--- src/rtl/opendap_sw_dp_ap_sequencer.sv ---
// opendap_sw_dp_ap_sequencer: turns SW-DP AP accesses into held AP requests with posted-read RDBUFF and sticky error.
//   swclk, rst_n            : clock and asynchronous active-low reset
//   bus_*                   : single-cycle access from the serial front end (bus_en strobe)
//   select_apsel/apbanksel  : current DP SELECT fields, latched at accept
//   abort, clr_sticky_err   : ABORT.DAPABORT / ABORT.STKERRCLR pulses
//   ap_rdy                  : no AP transaction outstanding
//   rdbuff                  : result of the last successful AP read
//   sticky_err              : CTRL/STAT.STICKYERR
//   ap_req/sel/addr/write/wdata : downstream request, held stable until ap_ack or abort
//   ap_ack/rdata/slverr     : downstream completion
module opendap_sw_dp_ap_sequencer #(
    parameter int W_APSEL  = 8,
    parameter int W_APBANK = 4
) (
    input  logic                  swclk,
    input  logic                  rst_n,
    input  logic [1:0]            bus_addr,
    input  logic                  bus_r_nw,
    input  logic                  bus_ap_ndp,
    input  logic [31:0]           bus_wdata,
    input  logic                  bus_en,
    input  logic [W_APSEL-1:0]    select_apsel,
    input  logic [W_APBANK-1:0]   select_apbanksel,
    input  logic                  abort,
    input  logic                  clr_sticky_err,
    output logic                  ap_rdy,
    output logic [31:0]           rdbuff,
    output logic                  sticky_err,
    output logic                  ap_req,
    output logic [W_APSEL-1:0]    ap_sel,
    output logic [W_APBANK+1:0]   ap_addr,
    output logic                  ap_write,
    output logic [31:0]           ap_wdata,
    input  logic                  ap_ack,
    input  logic [31:0]           ap_rdata,
    input  logic                  ap_slverr
);
    typedef enum logic {IDLE, BUSY} state_t;
    state_t state, state_nxt;
    logic start, done;
    // Accepts only from IDLE; a strobe while BUSY is a front-end violation and is dropped.
    assign start = bus_en && bus_ap_ndp && (state == IDLE);
    // Abort wins over a coincident ack, so the ack's data and error are discarded.
    assign done  = (state == BUSY) && ap_ack && !abort;
    always_ff @(posedge swclk or negedge rst_n) begin
        if (!rst_n) state <= IDLE;
        else        state <= state_nxt;
    end
    always_comb begin
        state_nxt = state;
        if (state == IDLE && start)                 state_nxt = BUSY;
        else if (state == BUSY && (abort || ap_ack)) state_nxt = IDLE;
    end
    always_comb begin
        ap_req = (state == BUSY);
        ap_rdy = (state == IDLE);
    end
    always_ff @(posedge swclk or negedge rst_n) begin
        if (!rst_n) begin
            ap_sel     <= '0;
            ap_addr    <= '0;
            ap_write   <= 1'b0;
            ap_wdata   <= '0;
            rdbuff     <= '0;
            sticky_err <= 1'b0;
        end else begin
            if (start) begin
                ap_sel   <= select_apsel;
                ap_addr  <= {select_apbanksel, bus_addr};
                ap_write <= ~bus_r_nw;
                ap_wdata <= bus_wdata;
            end
            if (done && !ap_write && !ap_slverr) rdbuff <= ap_rdata;
            // Set has priority over a coincident clear.
            if (done && ap_slverr)  sticky_err <= 1'b1;
            else if (clr_sticky_err) sticky_err <= 1'b0;
        end
    end
endmodule

--- config.mk ---
export PLATFORM = sky130hd
export DESIGN_NAME = opendap_sw_dp_ap_sequencer
export DESIGN_NICKNAME = d
export VERILOG_FILES = /design/src/rtl/opendap_sw_dp_ap_sequencer.sv
export SDC_FILE = /design/constraint.sdc
export NUM_CORES = 1
export LEC_CHECK = 0
export ABC_CLOCK_PERIOD_IN_PS = 1800
export BUFFER_PORTS_ARGS = -buffer_cell sky130_fd_sc_hd__buf_2
export CAP_MARGIN = 20
export CELL_PAD_IN_SITES_DETAIL_PLACEMENT = 0
export CELL_PAD_IN_SITES_GLOBAL_PLACEMENT = 1
export CORE_MARGIN = 5
export CORE_UTILIZATION = 36
export CTS_BUF_LIST = sky130_fd_sc_hd__clkbuf_8
export DETAILED_ROUTE_END_ITERATION = 8
export HOLD_SLACK_MARGIN = 0.02
export PLACE_DENSITY = 0.85
export SYNTH_ARGS = -nofsm -noshare
export SYNTH_HDL_FRONTEND = slang
export SYNTH_SLANG_ARGS = --single-unit
--- constraint.sdc ---
create_clock -name swclk -period 1.8 [get_ports swclk]
set_input_delay 0 -clock swclk [delete_from_list [all_inputs] [get_ports swclk]]
set_output_delay 0 -clock swclk [all_outputs]
set_load 0.02 [all_outputs]
# ---- After elaboration in Yosys (flattened, before gate mapping)
# Cells that the tools add are included.
dict set report word_totals {
  output_inout_bits 82
  word_cells 28
  register_bits 81
  inputBits 87
}
dict set report classes {
  mux 4
  bitwise 2
  reduce_logical 15
}
# op count
set op_table {}
lappend op_table {{1-bit logical AND} 9}
lappend op_table {{1-bit 2-to-1 mux} 4}
lappend op_table {{2-bit nonzero test} 2}
lappend op_table {{1-bit zero test} 3}
lappend op_table {{1-bit inverter} 2}
lappend op_table {{1-bit logical OR} 1}

# ---- Logic depth before layout (Yosys ltp)
# Gate-level depths: netlist (run 1).
dict set report logic_depth {
  ltp_word 4
  ltp_mapped 5
  ltp_nobuf 3
}

# ---- Worst setup path after synthesis (run 1)
# Ideal clock, no wire load.
dict set report synth_timing {
  kind {register to register}
  startpoint {register state, in the netlist ap_req}
  endpoint {register ap_sel[0]}
  setup_time_ns 0.125
  stages_incl_launch_ff 5
  path_buffers 2
  arrival_time_ns 1.308
  t_required_ns 1.675
  setup_slack_ns 0.367
  cell_sequence {dfrtp_1 -> nand3b_4 -> buf_6 -> buf_6 -> mux2_4}
}
dict set report synth_via {
  elab_chain_cells 2
}
# item line
set synth_rtl {}
lappend synth_rtl {{start, declared} 39} ;# state_t state, state_nxt;
lappend synth_rtl {{start signal, assigned} 47} ;# else state <= state_nxt;
lappend synth_rtl {{1-bit inverter} 42} ;# assign start = bus_en && bus_ap_ndp && (state == IDLE);
lappend synth_rtl {{1-bit logical AND} 42}
lappend synth_rtl {{end signal, assigned} 68} ;# ap_sel <= select_apsel;
lappend synth_rtl {{end, declared} 30} ;# output logic [W_APSEL-1:0] ap_sel,
# Every way passes these cells.
# A chain may end at the register's enable or synchronous reset.

# ---- Worst setup path after layout (run 1)
dict set report layout_timing {
  startpoint {register ap_write}
  endpoint {register rdbuff[12]}
}
dict set report layout_via {
  elab_chain_cells 3
}
# item line
set layout_rtl {}
lappend layout_rtl {{start, declared} 32} ;# output logic ap_write,
lappend layout_rtl {{start signal, assigned} 70} ;# ap_write <= ~bus_r_nw;
lappend layout_rtl {{1-bit zero test} 73} ;# if (done && !ap_write && !ap_slverr) rdbuff <= ap_rdata;
lappend layout_rtl {{1-bit logical AND (2 in a row)} 73}
lappend layout_rtl {{end signal, assigned} 73}
lappend layout_rtl {{end, declared} 27} ;# output logic [31:0] rdbuff,
# Every way passes these cells.

==> results.txt, run 1 <==
Status = finished clean
Worst-Margin Slew = 0.5702 ns
Syn_area_per_cell = 17.49 um^2
Slew Viols, Final = 0
Commonest cells in the netlist = dfrtp_1 (81), mux2_2 (71), mux2_4 (7)
Total power = 5616 uW
M1 WL = 3.033 mm
Ys flop type = dfrtp_1
Placed inst area = 4046 um^2
Drt first pass iters = 4
Synthesized Nets = 264
Die height = 102.7 um
Worst-Skew Late Latency = 0.33 ns
H-tree depth = 3
Global-route usage over all layers = 0.1560
WL met2 = 4.245 mm
Number of buffers added on ports = 168
Sequential area share after synthesis = 0.6548
Slowest cell delay on critical path = 0.49 ns
Buf/Inv on CP = 0
Slew headroom = 0.6193
Setup_tns = 0 ns
R2r endpoint = rdbuff[12]
Stages on worst setup path = 3
Worst r2r src = ap_write
Achievable frequency = 604.1 MHz
Vias in the first global route = 2715
Clock transition at path regs = 0.07 ns
Final net count = 525
DP Wirelength = 5.338 mm
Total grt overflow = 0
Post-synthesis register bit count = 81
RSZ-0062 raised after global routing = false
CTS tree = built
Most common cell in the netlist = dfrtp_1
Initial drt markers = 44
Area Growth Syn to Fin = 65.44%
Worst r2r path cells = 3
Postcts setup bufs = 0
Initial antenna violation count = 0
Crit path cell chain = nor2_1, nand4b_4, mux2_2
Cells after Synth = 177
Hold Slack = 0.2554 ns
Final hold viol count = 0
Crit path max fanout = 32
Synth area leaders = dfrtp_1 (65%), mux2_2 (26%), mux2_4 (3.4%)
Pin count of the biggest net entering global routing = 43
Post-synth EDFFs = 0
Clock tree sinks = 81
Endpoint, Worst Hold = ap_write
Final Util = 0.6171
Final GP Congestion = 0.7338
Fin area = 5121 um^2
Crit start category = register
Yosys top cell area share = 0.6548
N_diodes = 0
Total Wirelength = 8.187 mm
Crit path max-delay family = simple AND/OR/NAND/NOR gates
Worst EP required = 2.01 ns
Post-synth cell types = 13
Leakage = 0.002600 uW
Worst hold stages = 4
CTS root buf = clkbuf_8
Max-capacitance violation count = 0
Clock buffer depth = 2
Row count = 33
First-pass GRT wire length = 12.62 mm
WL per Instance = 14.97 um
Synthesized area = 3095 um^2
Final period utilization = 0.9197
Crit path launch = ap_write
HP Class = in -> reg
DR vias/cell = 4.411
I/O pins = 169
CORE AREA = 8299 um^2
Critical hold path startpoint = bus_en
Peak supply drop = 0.6353 mV
Layout cells sized above 1 = 0.5995
DRC = 0
Setup CP Type = reg -> reg
Setup Viol. Count Final = 0
Critical-path cell with the highest stage delay = nand4b_4
Synth area leader = dfrtp_1
Die area = 10550 um^2
Final Skew = 0.008253 ns
Worst reg-to-reg setup slack = 0.14 ns
Die width = 102.7 um
Power per cell area = 1097 nW/um^2
Via count = 2413
CP arrival = 1.86 ns
Yosys warns = 0
Highest metal used = met4
Total CTS buffers = 9
Final Critical Period = 1.655 ns
Metal3 WL = 719 um
Starting density of the core = 0.3730
Critical path capture point type = register
Async set or reset register ratio after synthesis = 1.000
Number of routed nets with antenna violations = 0
Filler Cell Count = 621
[cell usage in the layout (no fill, tap or decap), drive strengths merged]
cell	Yosys	layout
buf	8	172
bufinv	0	2
clkbuf	0	10
clkinv	0	1
dfrtp	81	81
dlygate4sd3	0	86
inv	2	4
mux2	78	78
nand2	1	1
nand3b	1	1
nand4b	2	2
nor2	1	1
o21ai	2	2
o31ai	1	1
[per-layer routing]
| layer | up-vias | track usage |
|---|---|---|
| met5 | - | 0 |
| met3 | 17 | 0.03789 |
| li1 | 1138 | - |
| met4 | 0 | 0.06574 |
| met2 | 107 | 0.2830 |
| met1 | 1151 | 0.1740 |
[where the power goes]
group,leakage [uW],internal [uW],total [uW],switching (uW)
clock network,0.000115,800,1380,585
registers,0.000978,2240,2440,203
logic,0.00151,826,1790,963
total,0.00260,3870,5620,1750
[repair_timing]
item	in CTS	in global routing
hold endpoints to repair	162	0
resized for setup	0	1
hold buffers	86	0
endpoints found under the setup margin	0	1
[cell type report]
| cell class | instances | area, um^2 | share of cell area |
|---|---|---|---|
| Inverter | 2 | 7.507 | 0.001466 |
| Sequential cell | 81 | 2027 | 0.3958 |
| Timing Repair Buffer | 258 | 1763 | 0.3442 |
| Clock buffer | 10 | 137.6 | 0.02688 |
| Multi-Input combinational cell | 86 | 982.2 | 0.1918 |
| Clock inverter | 5 | 72.57 | 0.01417 |
| Tap cell | 105 | 131.4 | 0.02565 |
[state kept, by name (all words and copies together) (netlist names)]
signal	count
ap_addr	6
ap_req	1
ap_sel	8
ap_wdata	32
ap_write	1
rdbuff	32
sticky_err	1
[per-stage QoR]
| step | std cells | worst slack (ns) |
|---|---|---|
| final | 547 | 0.1446 |
| after global routing | 547 | 0.009268 |
| after CTS | 547 | 0.05899 |
| after detailed placement | 446 | 0.1090 |
| after global placement | 446 | 0.1304 |
| after floorplan | 177 | 0.3670 |
[worst register-to-register path, cell delays in order (launching register included)]
cell      delay, ns
dfrtp_1        0.39
nor2_1         0.18
nand4b_4       0.49
mux2_2         0.48
[worst max-delay path by stage]
| stage | end | slack, ns |
|---|---|---|
| after floorplan | ap_sel[0] | 0.37 |
| after global placement | rdbuff[18] | 0.13 |
| after detailed placement | rdbuff[12] | 0.11 |
| after CTS | ap_req | 0.06 |
| after global routing | rdbuff[12] | 0.009 |
| final | rdbuff[12] | 0.14 |
[cells by family after synthesis]
kind of cell           synth area share
flip-flops                       0.6548
multiplexers                     0.2922
buffers and inverters           0.02789
AND/OR/NAND/NOR                 0.01940
AO/OA/AOI/OAI                  0.005660
Note: power is estimated with default switching activity, not from simulation.
==> run 2, diff against run 1 <==
PLACE_DENSITY = 0.87   (was 0.85)
==> run 2 against run 1 <==
Effect of this change: clock-buffer cell count is 1 lower; worst hold slack worse by 0.088 ns; power is 0.46% higher; die area stayed put.
==> results.txt, run 2 (same netlist as run 1, synthesis figures left out) <==
Initial drt markers = 16 (-64%)
Slew headroom = 0.6129 (-0.006420)
Critical path capture point type = register
Setup_tns = 0 ns (unchanged)
Clock tree sinks = 81 (unchanged)
Final GP Congestion = 0.6958 (-5.2%)
Total Wirelength = 8.521 mm (+4.1%)
Largest registers = ap_wdata x32, rdbuff x32, ap_sel x8
Most frequent cells in the layout = buf_2 (167), dlygate4sd3_1 (84), dfrtp_1 (81)
Number of routed nets with antenna violations = 0 (unchanged)
Total grt overflow = 0 (unchanged)
Achievable frequency = 592.4 MHz (-1.9%)
H-tree depth = 3 (unchanged)
Sequential power share = 0.433 (-0.002)
Total CTS buffers = 9 (unchanged)
Die width = 102.7 um (unchanged)
Pint = 3829 uW (-0.96%)
WL per Instance = 15.63 um (+4.5%)
CP arrival = 1.91 ns (+0.05 ns)
Starting density of the core = 0.3730 (unchanged)
Worst-Margin Slew = 0.5798 ns (+0.009615 ns)
Layout cells sized above 1 = 0.6036 (+0.004097)
Resized cells post-CTS = 0 (unchanged)
Vias in the first global route = 2736 (+0.77%)
Die height = 102.7 um (unchanged)
Final period utilization = 0.9378 (+0.01814)
Most common cell after layout, fill and taps aside = buf_2
Clock buffer depth = 2 (unchanged)
Area Growth Syn to Fin = 64.47%
Setup CP Type = reg -> reg
I/O pins = 169 (unchanged)
DRC = 0 (unchanged)
Final Skew = 0.01228 ns (+0.004032 ns)
Total power = 5643 uW (+0.46%)
Pin count of the biggest net entering global routing = 45 (+4.7%)
Global-route usage over all layers = 0.1629 (+0.006949)
Via count = 2460 (+1.9%)
Max-capacitance violation count = 0 (unchanged)
P_sw = 1814 uW (+3.6%)
Clock transition at path regs = 0.09 ns (+0.02 ns)
Final Critical Period = 1.688 ns (+0.03266 ns)
Combinational power share = 0.317 (-0.002)
Hold Slack = 0.1672 ns (-0.08820 ns)
Filler Cell Count = 656 (+5.6%)
Peak supply drop = 0.6381 mV (+0.43%)
Die area = 10550 um^2 (unchanged)
Power per cell area = 1108 nW/um^2 (+1.1%)
HP Class = in -> async
Row count = 33 (unchanged)
Number of buffers added on ports = 168 (unchanged)
Leakage = 0.002577 uW (-0.88%)
Slew Viols, Final = 0 (unchanged)
Fin cells = 545 (-0.37%)
Final net count = 522 (-0.57%)
Worst-Skew Late Latency = 0.34 ns (about the same)
Status = finished clean
Crit path max fanout = 15 (-53%)
CTS root buf = clkbuf_8
Fin area = 5091 um^2 (-0.59%)
Initial antenna violation count = 0 (unchanged)
CTS tree = built
Drt first pass iters = 4 (unchanged)
Multi-input logic area = 982.2 um^2 (unchanged)
CORE AREA = 8299 um^2 (unchanged)
RSZ-0062 raised after global routing = true
Crit start category = register
Clk pwr share = 0.250 (+0.003)
Reg area = 2027 um^2 (unchanged)
DP Cell Count = 445 (-0.22%)
Setup Viol. Count Final = 0 (unchanged)
Final hold viol count = 0 (unchanged)
Net Sw Frac = 0.3215 (+0.009745)
First-pass GRT wire length = 13.19 mm (+4.5%)
Worst EP required = 2.02 ns (about the same)
DR vias/cell = 4.514 (+2.3%)
Placed inst area = 4039 um^2 (-0.19%)
run 2: layer usage:
layer / track usage / share of wire / up-vias
met1: 0.1782 / 0.37 / 1192
met3: 0.03586 / 0.079 / 20
li1: - / - / 1143
met4: 0.09363 / 0.031 / 0
met5: 0 / 0 / -
met2: 0.2900 / 0.52 / 105
run 2: worst paths after layout:
path | startpoint | end | slack, ns | cells past startpoint
worst max-delay path | ap_req | ap_req | 0.11 | 4
worst min-delay path | rst_n | ap_wdata[2] | 0.17 | 2
worst max register to register | ap_req | ap_req | 0.11 | 4
worst min register to register | rdbuff[3] | rdbuff[3] | 0.50 | 1
max in group asynchronous | rst_n | ap_wdata[24] | 0.99 | 3
min in group swclk | bus_en | ap_write | 0.25 | 5
run 2: worst max-delay path, stage by stage, from the launching register on:
cell and delay (ns):
dfrtp_1 0.46, nand3b_4 0.19, buf_4 0.25, o31ai_1 0.11
dlygate4sd3_1 0.56
run 2: area by class of cell:
type	instances	share of cell area
multi-input cells	86	0.1929
clock inverters	6	0.01671
clock buffers	9	0.02433
flip-flops and latches	81	0.3981
inverters	2	0.001475
diodes	1	0.0004915
repair buffers	255	0.3401
well taps	105	0.02580
run 2: stage by stage:
step / setup slack, ns / utilization
after floorplan: 0.3670 / -
after global placement: 0.1570 / 0.4867
after detailed placement: 0.09071 / 0.4867
after CTS: 0.07632 / 0.6131
after global routing: -0.009138 / 0.6131
final: 0.1119 / 0.6134
run 2: power by group through the flow:
stage / Clock, uW / Combinational (uW) / Sequential, uW
CTS: 1460 / 1800 / 2440
floorplan: 0 / 443 / 3000
global route: 1530 / 1910 / 2500
global placement: 0 / 1620 / 2460
finish: 1410 / 1790 / 2450
detailed placement: 0 / 1650 / 2470
run 2: timing repair:
item,4_1_cts,5_1_grt
setup endpoints to repair,0,11
setup buffers,0,0
hold buffers,84,0
hold endpoints to repair,118,0
